===== src/rtl/div_result_bcd.sv =====
// div_result_bcd: converts the signed quotient/remainder of divider_8bit into
// sign + packed-BCD magnitude using an iterative double-dabble datapath.
// Handshake: valid/ready on both sides; one conversion takes WIDTH cycles.
// Optional feature macro: DIV_BCD_REM_CONVERT_EN
//   defined   -> remainder is converted alongside the quotient
//   undefined -> remainder datapath absent, o_rem_neg/o_rem_bcd tied to 0
module div_result_bcd #(
    parameter int WIDTH = 8,
    parameter int NDIG  = 3
) (
    input  logic                i_clk,
    input  logic                i_rst_n,
    input  logic                i_valid,
    output logic                o_ready,
    input  logic [WIDTH-1:0]    i_quo,
    input  logic [WIDTH-1:0]    i_rem,
    output logic                o_valid,
    input  logic                i_ready,
    output logic                o_quo_neg,
    output logic [4*NDIG-1:0]   o_quo_bcd,
    output logic                o_rem_neg,
    output logic [4*NDIG-1:0]   o_rem_bcd
);

    localparam int BCD_W = 4 * NDIG;
    localparam int CNT_W = (WIDTH > 1) ? $clog2(WIDTH) : 1;

    localparam logic [1:0] ST_IDLE = 2'd0;
    localparam logic [1:0] ST_CONV = 2'd1;
    localparam logic [1:0] ST_DONE = 2'd2;

    localparam logic [CNT_W-1:0] LAST_ITER = CNT_W'(WIDTH - 1);

    // Two's-complement magnitude computed unsigned, so the most negative
    // value maps to 2^(WIDTH-1) without overflow.
    function automatic logic [WIDTH-1:0] abs_mag(input logic [WIDTH-1:0] v);
        if (v[WIDTH-1]) begin
            return (~v) + WIDTH'(1);
        end else begin
            return v;
        end
    endfunction

    // One double-dabble step: add 3 to every nibble >= 5, then shift the
    // next magnitude bit in at the bottom.
    function automatic logic [BCD_W-1:0] bcd_step(input logic [BCD_W-1:0] bcd,
                                                   input logic             msb);
        logic [BCD_W-1:0] adj;
        adj = bcd;
        for (int d = 0; d < NDIG; d++) begin
            if (bcd[4*d +: 4] >= 4'd5) begin
                adj[4*d +: 4] = bcd[4*d +: 4] + 4'd3;
            end else begin
                adj[4*d +: 4] = bcd[4*d +: 4];
            end
        end
        return (adj << 1) | {{(BCD_W-1){1'b0}}, msb};
    endfunction

    logic [1:0]         state_r;
    logic [1:0]         state_nxt_s;
    logic [CNT_W-1:0]   cnt_r;
    logic               ready_r;
    logic               valid_r;
    logic               capture_s;
    logic               last_iter_s;

    logic               quo_neg_r;
    logic [WIDTH-1:0]   quo_mag_r;
    logic [BCD_W-1:0]   quo_acc_r;
    logic [BCD_W-1:0]   quo_acc_nxt_s;
    logic               quo_neg_out_r;
    logic [BCD_W-1:0]   quo_bcd_out_r;

    assign capture_s     = i_valid && ready_r;
    assign last_iter_s   = (state_r == ST_CONV) && (cnt_r == LAST_ITER);
    assign quo_acc_nxt_s = bcd_step(quo_acc_r, quo_mag_r[WIDTH-1]);

    assign o_ready   = ready_r;
    assign o_valid   = valid_r;
    assign o_quo_neg = quo_neg_out_r;
    assign o_quo_bcd = quo_bcd_out_r;

    // Next-state decode for the IDLE/CONV/DONE controller.
    always_comb begin
        state_nxt_s = state_r;
        case (state_r)
            ST_IDLE: begin
                if (capture_s) begin
                    state_nxt_s = ST_CONV;
                end else begin
                    state_nxt_s = ST_IDLE;
                end
            end
            ST_CONV: begin
                if (cnt_r == LAST_ITER) begin
                    state_nxt_s = ST_DONE;
                end else begin
                    state_nxt_s = ST_CONV;
                end
            end
            ST_DONE: begin
                if (i_ready) begin
                    state_nxt_s = ST_IDLE;
                end else begin
                    state_nxt_s = ST_DONE;
                end
            end
            default: begin
                state_nxt_s = ST_IDLE;
            end
        endcase
    end

    // State register plus registered handshake flags decoded from next state.
    always_ff @(posedge i_clk or negedge i_rst_n) begin
        if (!i_rst_n) begin
            state_r <= ST_IDLE;
            ready_r <= 1'b1;
            valid_r <= 1'b0;
        end else begin
            state_r <= state_nxt_s;
            ready_r <= (state_nxt_s == ST_IDLE);
            valid_r <= (state_nxt_s == ST_DONE);
        end
    end

    // Iteration counter: cleared at capture, counts WIDTH shift steps.
    always_ff @(posedge i_clk or negedge i_rst_n) begin
        if (!i_rst_n) begin
            cnt_r <= {CNT_W{1'b0}};
        end else if (capture_s) begin
            cnt_r <= {CNT_W{1'b0}};
        end else if (state_r == ST_CONV) begin
            cnt_r <= (cnt_r == LAST_ITER) ? {CNT_W{1'b0}} : cnt_r + CNT_W'(1);
        end else begin
            cnt_r <= cnt_r;
        end
    end

    // Quotient working registers: load at capture, shift-add-3 during CONV.
    always_ff @(posedge i_clk or negedge i_rst_n) begin
        if (!i_rst_n) begin
            quo_neg_r <= 1'b0;
            quo_mag_r <= {WIDTH{1'b0}};
            quo_acc_r <= {BCD_W{1'b0}};
        end else if (capture_s) begin
            quo_neg_r <= i_quo[WIDTH-1];
            quo_mag_r <= abs_mag(i_quo);
            quo_acc_r <= {BCD_W{1'b0}};
        end else if (state_r == ST_CONV) begin
            quo_neg_r <= quo_neg_r;
            quo_mag_r <= quo_mag_r << 1;
            quo_acc_r <= quo_acc_nxt_s;
        end else begin
            quo_neg_r <= quo_neg_r;
            quo_mag_r <= quo_mag_r;
            quo_acc_r <= quo_acc_r;
        end
    end

    // Quotient result registers: written only on the edge that enters DONE.
    always_ff @(posedge i_clk or negedge i_rst_n) begin
        if (!i_rst_n) begin
            quo_neg_out_r <= 1'b0;
            quo_bcd_out_r <= {BCD_W{1'b0}};
        end else if (last_iter_s) begin
            quo_neg_out_r <= quo_neg_r;
            quo_bcd_out_r <= quo_acc_nxt_s;
        end else begin
            quo_neg_out_r <= quo_neg_out_r;
            quo_bcd_out_r <= quo_bcd_out_r;
        end
    end

`ifdef DIV_BCD_REM_CONVERT_EN
    logic               rem_neg_r;
    logic [WIDTH-1:0]   rem_mag_r;
    logic [BCD_W-1:0]   rem_acc_r;
    logic [BCD_W-1:0]   rem_acc_nxt_s;
    logic               rem_neg_out_r;
    logic [BCD_W-1:0]   rem_bcd_out_r;

    assign rem_acc_nxt_s = bcd_step(rem_acc_r, rem_mag_r[WIDTH-1]);
    assign o_rem_neg     = rem_neg_out_r;
    assign o_rem_bcd     = rem_bcd_out_r;

    // Remainder working registers, running in lockstep with the quotient.
    always_ff @(posedge i_clk or negedge i_rst_n) begin
        if (!i_rst_n) begin
            rem_neg_r <= 1'b0;
            rem_mag_r <= {WIDTH{1'b0}};
            rem_acc_r <= {BCD_W{1'b0}};
        end else if (capture_s) begin
            rem_neg_r <= i_rem[WIDTH-1];
            rem_mag_r <= abs_mag(i_rem);
            rem_acc_r <= {BCD_W{1'b0}};
        end else if (state_r == ST_CONV) begin
            rem_neg_r <= rem_neg_r;
            rem_mag_r <= rem_mag_r << 1;
            rem_acc_r <= rem_acc_nxt_s;
        end else begin
            rem_neg_r <= rem_neg_r;
            rem_mag_r <= rem_mag_r;
            rem_acc_r <= rem_acc_r;
        end
    end

    // Remainder result registers: written only on the edge that enters DONE.
    always_ff @(posedge i_clk or negedge i_rst_n) begin
        if (!i_rst_n) begin
            rem_neg_out_r <= 1'b0;
            rem_bcd_out_r <= {BCD_W{1'b0}};
        end else if (last_iter_s) begin
            rem_neg_out_r <= rem_neg_r;
            rem_bcd_out_r <= rem_acc_nxt_s;
        end else begin
            rem_neg_out_r <= rem_neg_out_r;
            rem_bcd_out_r <= rem_bcd_out_r;
        end
    end
`else
    // Remainder conversion disabled: outputs are constant zero, input ignored.
    logic unused_rem_s;
    assign unused_rem_s = ^i_rem;
    assign o_rem_neg    = 1'b0;
    assign o_rem_bcd    = {BCD_W{1'b0}};
`endif

endmodule

===== config.mk =====
export PLATFORM = sky130hd
export DESIGN_NAME = div_result_bcd
export DESIGN_NICKNAME = d
export VERILOG_FILES = /design/src/rtl/div_result_bcd.sv
export SDC_FILE = /design/constraint.sdc
export NUM_CORES = 1
export LEC_CHECK = 0
export CORE_ASPECT_RATIO = 0.5
export CORE_MARGIN = 5
export CORE_UTILIZATION = 50
export DETAILED_ROUTE_END_ITERATION = 10
export PLACE_DENSITY = 0.79
export SLEW_MARGIN = 20
export SYNTH_ARGS = -nofsm -noshare
export SYNTH_HDL_FRONTEND = slang
export SYNTH_SLANG_ARGS = --single-unit
export TNS_END_PERCENT = 10

===== constraint.sdc =====
create_clock -name i_clk -period 2.5 [get_ports i_clk]
set_clock_uncertainty 0.2 [all_clocks]
set_input_delay 0.25 -clock i_clk [delete_from_list [all_inputs] [get_ports i_clk]]
set_output_delay 0.25 -clock i_clk [all_outputs]
set_load 0.05 [all_outputs]

==> reports/metrics.yaml <==
floorplan:
  core_mm2: 0.00404
  pin_count: 48
  rows: 16
  die_w_um: 103
  initial_core_util_pct: 53.6
  dieArea_mm2: 0.00583
  die_h_um: 56.6
clock_network:
  clock_path_buffers: 2
  cts.clk_slew.worst_paths_ps: 70
  cts_resized: 0
  clock-sinks: 41
  clk_latency_ps: 290
  cts_max_level: 2
  cts-buffers-inserted: 5
  cts_tree: "done"
  root_buffer: "clkbuf_8"
setup_path:
  crit_path_end_kind: "output pin"
  critPathTopFamily: "buffers and inverters"
  crit_path_max_fanout: 3
  crit_buf_inv: 1
  crit_chain: "clkdlybuf4s50_1"
  critPathLaunchType: "flop"
  cp_data_required_time_ps: 2050
  cpPeakStageDelay_ps: 800
  crit_arrival_ps: 1630
  cp_slowest_cell: "clkdlybuf4s50_1"
  path_class: "reg -> out"
flow_run:
  maxCapViolations: 0
yosys:
  yosys_most_used_dff: "dfrtp_1"
  yosysSeqAreaShare_pct: 47.4
  synthTopCellsByCount: "40 x dfrtp_1, 36 x nand2_1, 21 x a21oi_1, 14 x buf_4, 14 x o21ai_0"
  synth_edf_count: 0
  yosysTopAreaCell: "dfrtp_1"
  yosysUniqueCellTypes: 39
  yosys-top-cells-area: "dfrtp_1 46%, nand2_1 6.2%, ha_1 5.2%"
  async_flop_share_pct: 100
  postSynthAreaPerCell_um2: 9.59
  yosysWarnings: 0
  postSynthCellCount: 226
  synth_area_mm2: 0.00217
  yosysMostFrequentCell: "dfrtp_1"
  synth-seq-cells: 41
  yosys.area.top_type_share_pct: 46.2
final_layout:
  nets: 283
  utilization_pct: 62.7
  area_delta_synth_final_pct: 16.9
  drive_above_1_share_pct: 9.80
  diodes: 0
  fill_cells: 357
place:
  dp_hpwl_um: 3100
  place_congestion: 0.805
  post-place-ws_ps: 489
  portBuffers: 26
detailed_routing:
  drt-initial-drc-count: 55
  wirelength_um: 4270
  vias_per_cell: 5.46
  first_pass_iters: 4
  ant_nets: 0
  routed-via-count: 1688
  drc: 0
  wl_per_cell_um: 13.8
timing:
  tns_ps: 0
  relSlewSlack_pct: 41.7
  tightestPinTransition_ps: 874
  setup_ws_ps: 421
  hold_slack_ps: 280
  fin_crit_sh_pct: 83.1
  hold_viol: 0
  layout_min_cycle_time_ps: 2080
  max_freq_mhz: 481
  rsz0062_at_grt: "false"
  drv_slew: 0
  setup_viol: 0
global_routing:
  grt_pass1_vias: 1679
  antenna_found_initial: 0
  grt_max_degree: 42
  track_usage_pct: 16.0
  grt-ovfl-total: 0
  grt_first_pass_wirelength_um: 7350
pwr:
  power_leakage_nw: 1.17
  vdd_drop_max_mv: 0.451
  p_total_mw: 3.31
  p_per_area_mw_per_mm2: 1310
status:
  status: "finished clean"
hold_path:
  worstHoldPathType: "reg -> reg"
==> cells in the final DEF (no fill, tap or decap), drive strengths merged, types with 2 or more instances in the layout <==
cell,count
a21boi,2
a21oi,22
a22o,4
a31oi,3
and3,4
buf,5
clkbuf,7
clkdlybuf4s50,25
conb,13
dfrtp,40
ha,9
inv,8
mux2,7
mux2i,3
nand2,36
nand2b,5
nand3,5
nor2,12
nor3,2
nor3b,5
o21ai,15
or4,2
xnor2,7
==> layout make-up <==
class	count	area [um2]	area share [%]
Clock inverter	1	5.00	0.198
Tap cell	54	67.6	2.67
Inverter	8	30.0	1.19
Sequential cell	41	1030	40.5
Timing Repair Buffer	31	295	11.7
Multi-Input combinational cell	167	1010	40.0
Clock buffer	7	96.3	3.80
==> final timing paths <==
path / start / endpoint / slack [ps] / cells after the start
max: o_ready$_DFF_PN1_ / o_ready / 420 / 1
min: quo_neg_r$_DFFE_PN0P_ / quo_neg_r$_DFFE_PN0P_ / 280 / 2
max reg2reg: cnt_r[0]$_DFFE_PN0P_ / o_quo_bcd[10]$_DFFE_PN0P_ / 490 / 6
min reg2reg: quo_neg_r$_DFFE_PN0P_ / quo_neg_r$_DFFE_PN0P_ / 280 / 2
max in group asynchronous: i_rst_n / quo_acc_r[1]$_DFFE_PN0P_ / 1140 / 2
min in group asynchronous: i_rst_n / o_quo_neg$_DFFE_PN0P_ / 410 / 2
==> routing by layer <==
layer / track usage, % / vias up / share of wire, % / wire length (um)
met5: 0 / - / 0 / 0
met1: 19.8 / 812 / 42 / 1780
met3: 3.46 / 11 / 7.7 / 327
met4: 7.20 / 0 / 2.2 / 93
met2: 26.8 / 57 / 48 / 2070
li1: - / 808 / - / -
==> where the power goes <==
part / total (mW) / internal [mW] / leakage [nW] / switching [mW]
registers: 1.15 / 0.946 / 0.521 / 0.202
clock network: 0.478 / 0.250 / 0.0542 / 0.229
logic: 1.69 / 0.658 / 0.594 / 1.03
==> repair_timing <==
item | in CTS | in global routing
hold endpoints to repair | 40 | 0
setup buffers | 0 | 0
endpoints found under the setup margin | 0 | 0
hold buffers | 1 | 0
==> sequential cells by signal (all words and copies together), names as in the netlist <==
register and cells:
o_quo_neg 1, quo_mag_r 8, cnt_r 3, state_r 2
o_quo_bcd 12, o_ready 1, quo_acc_r 12, quo_neg_r 1
o_valid 1
==> through the flow <==
step / cells / area, um2
floorplan: 238 / 2210
global placement: 300 / 2420
detailed placement: 300 / 2420
CTS: 309 / 2530
global route: 309 / 2530
finish: 309 / 2530
==> logic make-up after synthesis <==
logic type      Yosys count  share of synthesized area, %
buf+inv                  30                          7.97
compound gates           51                          14.3
simple gates             76                          16.7
other cells               1                         0.173
xor+xnor                  8                          3.23
flops                    41                          47.4
fa+ha+maj                 9                          5.20
mux                      10                          5.02
Note: power is estimated with default switching activity, not from simulation.
